$ cat src/rtl/pipe_d_stage_if.sv
// IF/ID stage bundle: IF-side controls in, decoded ID-side view out.
// The producer (IF/hazard unit) holds the master modport, the stage holds the slave.
interface pipe_d_stage_if #(
  parameter int PC_W  = 32,
  parameter int CNT_W = 16
);
  logic [PC_W-1:0]  pc4;
  logic [31:0]      ins;
  logic             fvalid;
  logic             wpcir;
  logic             dflush;
  logic             cnt_clr;

  logic [PC_W-1:0]  dpc4;
  logic             dvalid;
  logic [5:0]       op;
  logic [5:0]       func;
  logic [4:0]       rs;
  logic [4:0]       rt;
  logic [4:0]       rd;
  logic [15:0]      imm;
  logic [25:0]      addr;
  logic [31:0]      sa;
  logic             sa_imm;
  logic [PC_W-1:0]  jpc;
  logic [PC_W-1:0]  bpc;
  logic             is_j;
  logic             is_br;
  logic             is_jr;
  logic [CNT_W-1:0] stall_cnt;
  logic [CNT_W-1:0] flush_cnt;

  modport master (
    output pc4, ins, fvalid, wpcir, dflush, cnt_clr,
    input  dpc4, dvalid, op, func, rs, rt, rd, imm, addr, sa, sa_imm,
           jpc, bpc, is_j, is_br, is_jr, stall_cnt, flush_cnt
  );

  modport slave (
    input  pc4, ins, fvalid, wpcir, dflush, cnt_clr,
    output dpc4, dvalid, op, func, rs, rt, rd, imm, addr, sa, sa_imm,
           jpc, bpc, is_j, is_br, is_jr, stall_cnt, flush_cnt
  );
endinterface

$ cat src/rtl/pipe_d_stage.sv
// IF/ID pipeline register with stall/flush, field decode and branch/jump targets.
// Define PIPE_D_PERF_EN to build the saturating stall/flush performance counters.
module pipe_d_stage #(
  parameter int          PC_W     = 32,
  parameter logic [31:0] NOP_INST = 32'h0000_0000,
  parameter int          CNT_W    = 16
) (
  input logic          clock,
  input logic          resetn,
  pipe_d_stage_if.slave d
);

  logic [PC_W-1:0] dpc4_q;
  logic [31:0]     inst_q;
  logic            dvalid_q;

  // Flush wins over write enable; a flush leaves dpc4 alone so the slot keeps its PC.
  always_ff @(posedge clock or negedge resetn) begin
    if (!resetn) begin
      dpc4_q   <= '0;
      inst_q   <= NOP_INST;
      dvalid_q <= 1'b0;
    end else if (d.dflush) begin
      inst_q   <= NOP_INST;
      dvalid_q <= 1'b0;
    end else if (d.wpcir) begin
      dpc4_q   <= d.pc4;
      dvalid_q <= d.fvalid;
      inst_q   <= d.fvalid ? d.ins : NOP_INST;
    end
  end

  logic [5:0]      op_w;
  logic [5:0]      func_w;
  logic [15:0]     imm_w;
  logic [25:0]     addr_w;
  logic [PC_W-1:0] br_off;

  assign op_w   = inst_q[31:26];
  assign func_w = inst_q[5:0];
  assign imm_w  = inst_q[15:0];
  assign addr_w = inst_q[25:0];
  assign br_off = {{(PC_W-18){imm_w[15]}}, imm_w, 2'b00};

  assign d.dpc4   = dpc4_q;
  assign d.dvalid = dvalid_q;
  assign d.op     = op_w;
  assign d.func   = func_w;
  assign d.rs     = inst_q[25:21];
  assign d.rt     = inst_q[20:16];
  assign d.rd     = inst_q[15:11];
  assign d.imm    = imm_w;
  assign d.addr   = addr_w;
  assign d.sa     = {27'b0, inst_q[10:6]};
  assign d.sa_imm = (op_w == 6'b000000);
  assign d.bpc    = dpc4_q + br_off;

  generate
    if (PC_W > 28) begin : g_jpc_hi
      assign d.jpc = {dpc4_q[PC_W-1:28], addr_w, 2'b00};
    end else begin : g_jpc_lo
      assign d.jpc = {addr_w, 2'b00};
    end
  endgenerate

  assign d.is_j  = dvalid_q && (op_w == 6'b000010 || op_w == 6'b000011);
  assign d.is_br = dvalid_q && (op_w == 6'b000100 || op_w == 6'b000101);
  assign d.is_jr = dvalid_q && (op_w == 6'b000000) && (func_w == 6'b001000);

`ifdef PIPE_D_PERF_EN
  localparam logic [CNT_W-1:0] CNT_MAX = '1;

  logic [CNT_W-1:0] stall_q;
  logic [CNT_W-1:0] flush_q;

  // Counters observe the pre-edge dvalid: they count slots actually held or squashed.
  always_ff @(posedge clock or negedge resetn) begin
    if (!resetn) begin
      stall_q <= '0;
      flush_q <= '0;
    end else if (d.cnt_clr) begin
      stall_q <= '0;
      flush_q <= '0;
    end else begin
      if (dvalid_q && !d.wpcir && !d.dflush && stall_q != CNT_MAX)
        stall_q <= stall_q + 1'b1;
      if (dvalid_q && d.dflush && flush_q != CNT_MAX)
        flush_q <= flush_q + 1'b1;
    end
  end

  assign d.stall_cnt = stall_q;
  assign d.flush_cnt = flush_q;
`else
  logic unused_cnt_clr;
  assign unused_cnt_clr = d.cnt_clr;
  assign d.stall_cnt    = '0;
  assign d.flush_cnt    = '0;
`endif

endmodule
$ cat src/flat_wrapper.sv
// flat-port wrapper written by rule: the top's interface ports become plain ports
module pipe_d_stage_flat 
#(
  parameter int          PC_W     = 32,
  parameter logic [31:0] NOP_INST = 32'h0000_0000,
  parameter int          CNT_W    = 16
)
  (clock, resetn, d_pc4, d_ins, d_fvalid, d_wpcir, d_dflush, d_cnt_clr, d_dpc4, d_dvalid, d_op, d_func, d_rs, d_rt, d_rd, d_imm, d_addr, d_sa, d_sa_imm, d_jpc, d_bpc, d_is_j, d_is_br, d_is_jr, d_stall_cnt, d_flush_cnt);
  pipe_d_stage_if #(.PC_W(PC_W), .CNT_W(CNT_W)) d_i ();
  input logic clock;
  input logic resetn;
  input wire logic [$bits(d_i.pc4)-1:0] d_pc4;
  input wire logic [$bits(d_i.ins)-1:0] d_ins;
  input wire logic [$bits(d_i.fvalid)-1:0] d_fvalid;
  input wire logic [$bits(d_i.wpcir)-1:0] d_wpcir;
  input wire logic [$bits(d_i.dflush)-1:0] d_dflush;
  input wire logic [$bits(d_i.cnt_clr)-1:0] d_cnt_clr;
  output wire logic [$bits(d_i.dpc4)-1:0] d_dpc4;
  output wire logic [$bits(d_i.dvalid)-1:0] d_dvalid;
  output wire logic [$bits(d_i.op)-1:0] d_op;
  output wire logic [$bits(d_i.func)-1:0] d_func;
  output wire logic [$bits(d_i.rs)-1:0] d_rs;
  output wire logic [$bits(d_i.rt)-1:0] d_rt;
  output wire logic [$bits(d_i.rd)-1:0] d_rd;
  output wire logic [$bits(d_i.imm)-1:0] d_imm;
  output wire logic [$bits(d_i.addr)-1:0] d_addr;
  output wire logic [$bits(d_i.sa)-1:0] d_sa;
  output wire logic [$bits(d_i.sa_imm)-1:0] d_sa_imm;
  output wire logic [$bits(d_i.jpc)-1:0] d_jpc;
  output wire logic [$bits(d_i.bpc)-1:0] d_bpc;
  output wire logic [$bits(d_i.is_j)-1:0] d_is_j;
  output wire logic [$bits(d_i.is_br)-1:0] d_is_br;
  output wire logic [$bits(d_i.is_jr)-1:0] d_is_jr;
  output wire logic [$bits(d_i.stall_cnt)-1:0] d_stall_cnt;
  output wire logic [$bits(d_i.flush_cnt)-1:0] d_flush_cnt;
  assign d_i.pc4 = d_pc4;
  assign d_i.ins = d_ins;
  assign d_i.fvalid = d_fvalid;
  assign d_i.wpcir = d_wpcir;
  assign d_i.dflush = d_dflush;
  assign d_i.cnt_clr = d_cnt_clr;
  assign d_dpc4 = d_i.dpc4;
  assign d_dvalid = d_i.dvalid;
  assign d_op = d_i.op;
  assign d_func = d_i.func;
  assign d_rs = d_i.rs;
  assign d_rt = d_i.rt;
  assign d_rd = d_i.rd;
  assign d_imm = d_i.imm;
  assign d_addr = d_i.addr;
  assign d_sa = d_i.sa;
  assign d_sa_imm = d_i.sa_imm;
  assign d_jpc = d_i.jpc;
  assign d_bpc = d_i.bpc;
  assign d_is_j = d_i.is_j;
  assign d_is_br = d_i.is_br;
  assign d_is_jr = d_i.is_jr;
  assign d_stall_cnt = d_i.stall_cnt;
  assign d_flush_cnt = d_i.flush_cnt;
  pipe_d_stage #(.PC_W(PC_W), .NOP_INST(NOP_INST), .CNT_W(CNT_W)) u_core (.clock(clock), .resetn(resetn), .d(d_i));
endmodule
$ cat config.mk
export PLATFORM = sky130hd
export DESIGN_NAME = pipe_d_stage_flat
export DESIGN_NICKNAME = d
export VERILOG_FILES = /design/src/rtl/pipe_d_stage_if.sv /design/src/rtl/pipe_d_stage.sv /design/src/flat_wrapper.sv
export SDC_FILE = /design/constraint.sdc
export NUM_CORES = 1
export LEC_CHECK = 0
export BUFFER_PORTS_ARGS = -buffer_cell sky130_fd_sc_hd__buf_4
export CAP_MARGIN = 20
export CORE_AREA = 5 5 115 117
export CTS_CLUSTER_DIAMETER = 200
export CTS_CLUSTER_SIZE = 14
export DETAILED_ROUTE_END_ITERATION = 10
export DIE_AREA = 0 0 120 122
export HOLD_SLACK_MARGIN = 0.08
export PLACE_DENSITY = 0.89
export SETUP_SLACK_MARGIN = 0.4
export SYNTH_ARGS = -nofsm -noshare
export SYNTH_HDL_FRONTEND = slang
export SYNTH_SLANG_ARGS = --single-unit
$ cat constraint.sdc
create_clock -name clock -period 4.4 [get_ports clock]
set_clock_uncertainty 0.05 [all_clocks]
set_input_delay 0.88 -clock clock [delete_from_list [all_inputs] [get_ports clock]]
set_output_delay 0.88 -clock clock [all_outputs]
set_load 0.01 [all_outputs]
==> results.json <==
{
  "routed-via-count": 4203,
  "postSynthRegisterBits": 65,
  "slew_viol_final": 0,
  "wirelength_um": 14630,
  "setup.worst_path.start_class": "register",
  "clk_latency_ns": 0.32,
  "data_arrival_critical_path_ns": 2.93,
  "logic_depth_of_the_worst_register_to_register_path": 2,
  "drt-pass1-iter-count": 4,
  "multi_input_comb_area_um2": 2546,
  "synth_compound_gate_area_share_pct": 18.73,
  "leakagePower_nw": 3.420,
  "floorplan.initialDensity_pct": 40.97,
  "synthesis.instances": 514,
  "sequential_standard_cell_area_um2": 1629,
  "cts-htree-levels": 3,
  "hold_critical_path_depth": 1,
  "max-vdd-ir-drop_v": 0.0002201,
  "max_clock_freq_mhz": 259.2,
  "dp_hpwl_um": 11430,
  "synth_largest_area_cell": "dfrtp_1",
  "vias_in_the_first_global_route": 4297,
  "timing.critical_path.required_ns": 3.47,
  "die-area_um2": 14640,
  "n_fill_cell": 1094,
  "fin_hold_ws_ns": 0.4945,
  "clock_tree.buffer_depth": 2,
  "p_per_area_nw_per_um2": 336.4,
  "post_drt_antenna_nets": 0,
  "placedInstanceArea_um2": 6210,
  "dominant_combinational_cell_family_by_area_after_synthesis": "buffers and inverters",
  "rsz0062_at_grt": "false",
  "floorplan.die.height_um": 122,
  "asyncSetResetFlopFracSynth_pct": 100.0,
  "relSlewSlack_pct": 43.02,
  "cp_max_fo": 5,
  "grtUsageTotal_pct": 18.88,
  "cts_inserted_buffers": 9,
  "grt_first_pass_wirelength_um": 22000,
  "clk_transition_reported_paths_ns": 0.06,
  "diodes": 0,
  "tns_ns": 0,
  "iteration_0_drc_markers": 130,
  "final_layout_size_suffix_gt1_share_pct": 45.14,
  "sinks_on_the_clock_net": 65,
  "synth_sequential_area_ratio_pct": 32.38,
  "max_cap_viol_count": 0,
  "synth_area_in_simple_gates_pct": 7.846,
  "hold_path_class": "reg -> reg",
  "synth_commonest_cells": "135 x buf_4, 65 x dfrtp_1, 32 x a22o_1",
  "core-area_um2": 12260,
  "grt_max_degree": 66,
  "synth-warning-count": 0,
  "horizontal_die_dimension_um": 120,
  "post-route-period-util_pct": 87.69,
  "place.port_buffers": 241,
  "timing.final.crit_period_ns": 3.858,
  "status": "finished, final reports clean",
  "finalSetupViolCount": 0,
  "final_cell_area_um2": 6523,
  "grt-ovfl-total": 0,
  "last_weighted_congestion_value_of_the_routability_driven_placer": 0.8722,
  "post_synth_num_cell_types": 57,
  "drcViolationCount": 0,
  "worst-slew-pin-transition_ns": 0.8547,
  "post_synth_mux_area_share_pct": 6.949,
  "report.final.hold_viol_count": 0,
  "synth.top_cells.by_area": "dfrtp_1 32%, buf_4 20%, ha_1 7.2%",
  "wl_per_cell_um": 17.43,
  "number_of_enable_type_register_cells_in_the_synthesized_netlist": 0,
  "synth_adder_area_share_pct": 7.621,
  "antenna_found_initial": 0,
  "post-synth-top-count-cell": "buf_4",
  "cts-root-buf": "clkbuf_16",
  "flow.area_growth_from_synthesis_pct": 29.84,
  "xor_xnor_cell_area_share_of_the_yosys_netlist_pct": 4.533,
  "end_kind": "output port",
  "detail_route.vias_per_cell": 5.010,
  "synth.top_cell.area_share_pct": 32.38,
  "post_synthesis_average_cell_area_um2": 9.773,
  "criticalPathCategory": "reg -> out",
  "placementRows": 41,
  "synthesis.area_um2": 5024,
  "design.final.nets": 784,
  "synth_top_flop_cell": "dfrtp_1",
  "cts_tree": "yes",
  "num_io_pins": 304
}
## final cells by class
type	count	share of cell area, %
clock buffer	12	3.779
tap	150	2.877
timing repair buffer	248	28.54
multi-input combinational	354	39.04
sequential	65	24.98
clock inverter	4	0.4412
inverter	6	0.3453
## layout by cell type, fill, tap and decap left out, types with 8 or more instances in the layout
cell type    n
a22o_1      32
nor2_1      25
xnor2_1     18
mux2_2      31
a21o_1      11
xor2_1       8
dfrtp_1     63
clkbuf_16    9
nand2_1     23
ha_1        29
conb_1      61
a21oi_1     28
o21ai_0     12
buf_4      248
## logic make-up (layout without fill, tap and decap cells)
| family | Yosys count | after routing |
|---|---|---|
| compound gates | 125 | 125 |
| xor+xnor | 26 | 26 |
| fa+ha+maj | 30 | 30 |
| buf+inv | 155 | 270 |
| flops | 65 | 65 |
| mux | 31 | 31 |
| other cells | 1 | 61 |
| simple gates | 81 | 81 |
## metal layers
metal / GRT usage [%] / part of all wire (%)
met3: 5.107 / 7.2
met4: 6.800 / 1.9
met2: 32.77 / 51
met5: 0 / 0
met1: 22.48 / 40
## path summary, 6_finish.rpt
kind,from,end,slack [ns]
max in group asynchronous,resetn,u_core.inst_q[1],3.08
worst max register to register,u_core.inst_q[15],u_core.inst_q[15],3.24
min in group asynchronous,resetn,u_core.d.dpc4[20],0.59
worst min-delay path,u_core.d.dpc4[4],u_core.d.dpc4[4],0.49
worst max-delay path,u_core.inst_q[0],d_bpc[30],0.54
worst min register to register,u_core.d.dpc4[4],u_core.d.dpc4[4],0.49
## where the power goes
group	total (mW)	switching, mW	internal (mW)	leakage, nW
Clock	0.663	0.266	0.397	0.129
Combinational	0.811	0.417	0.394	2.47
Sequential	0.719	0.0659	0.653	0.823
## timing repair
item / in CTS / in global routing
setup endpoints to repair: 2 / 4
pin swaps: 0 / 2
hold buffers: 0 / 0
setup buffers: 0 / 3
gates resized for setup: 1 / 4
## worst max-delay path, cell delays in order, from the launching register on
cell and delay [ns]:
dfrtp_2 0.41, ha_1 0.19, inv_1 0.06, fa_1 0.42
nor2b_2 0.19, o2111ai_2 0.16, a21oi_1 0.20, a211oi_2 0.08
o31ai_2 0.37, a41oi_1 0.19, xnor2_1 0.18, buf_4 0.15
## state kept, by name, summed over array words and instances, names as in the netlist
signal / count
u_core.d.dpc4: 32
u_core.inst_q: 32
u_core.d.dvalid: 1
## stage by stage
step | setup WS [ns] | utilization (%) | cells | power (mW)
2_1_floorplan | 1.114 | - | 574 | 1.216
3_3_place_gp | 0.7609 | 50.65 | 820 | 1.522
3_5_place_dp | 0.7532 | 50.65 | 820 | 1.538
4_1_cts | 0.4407 | 52.90 | 836 | 2.210
5_1_grt | 0.3967 | 53.20 | 839 | 2.311
6_report | 0.5418 | 53.20 | 839 | 2.194
No activity file was read; power rests on OpenSTA's default activity.
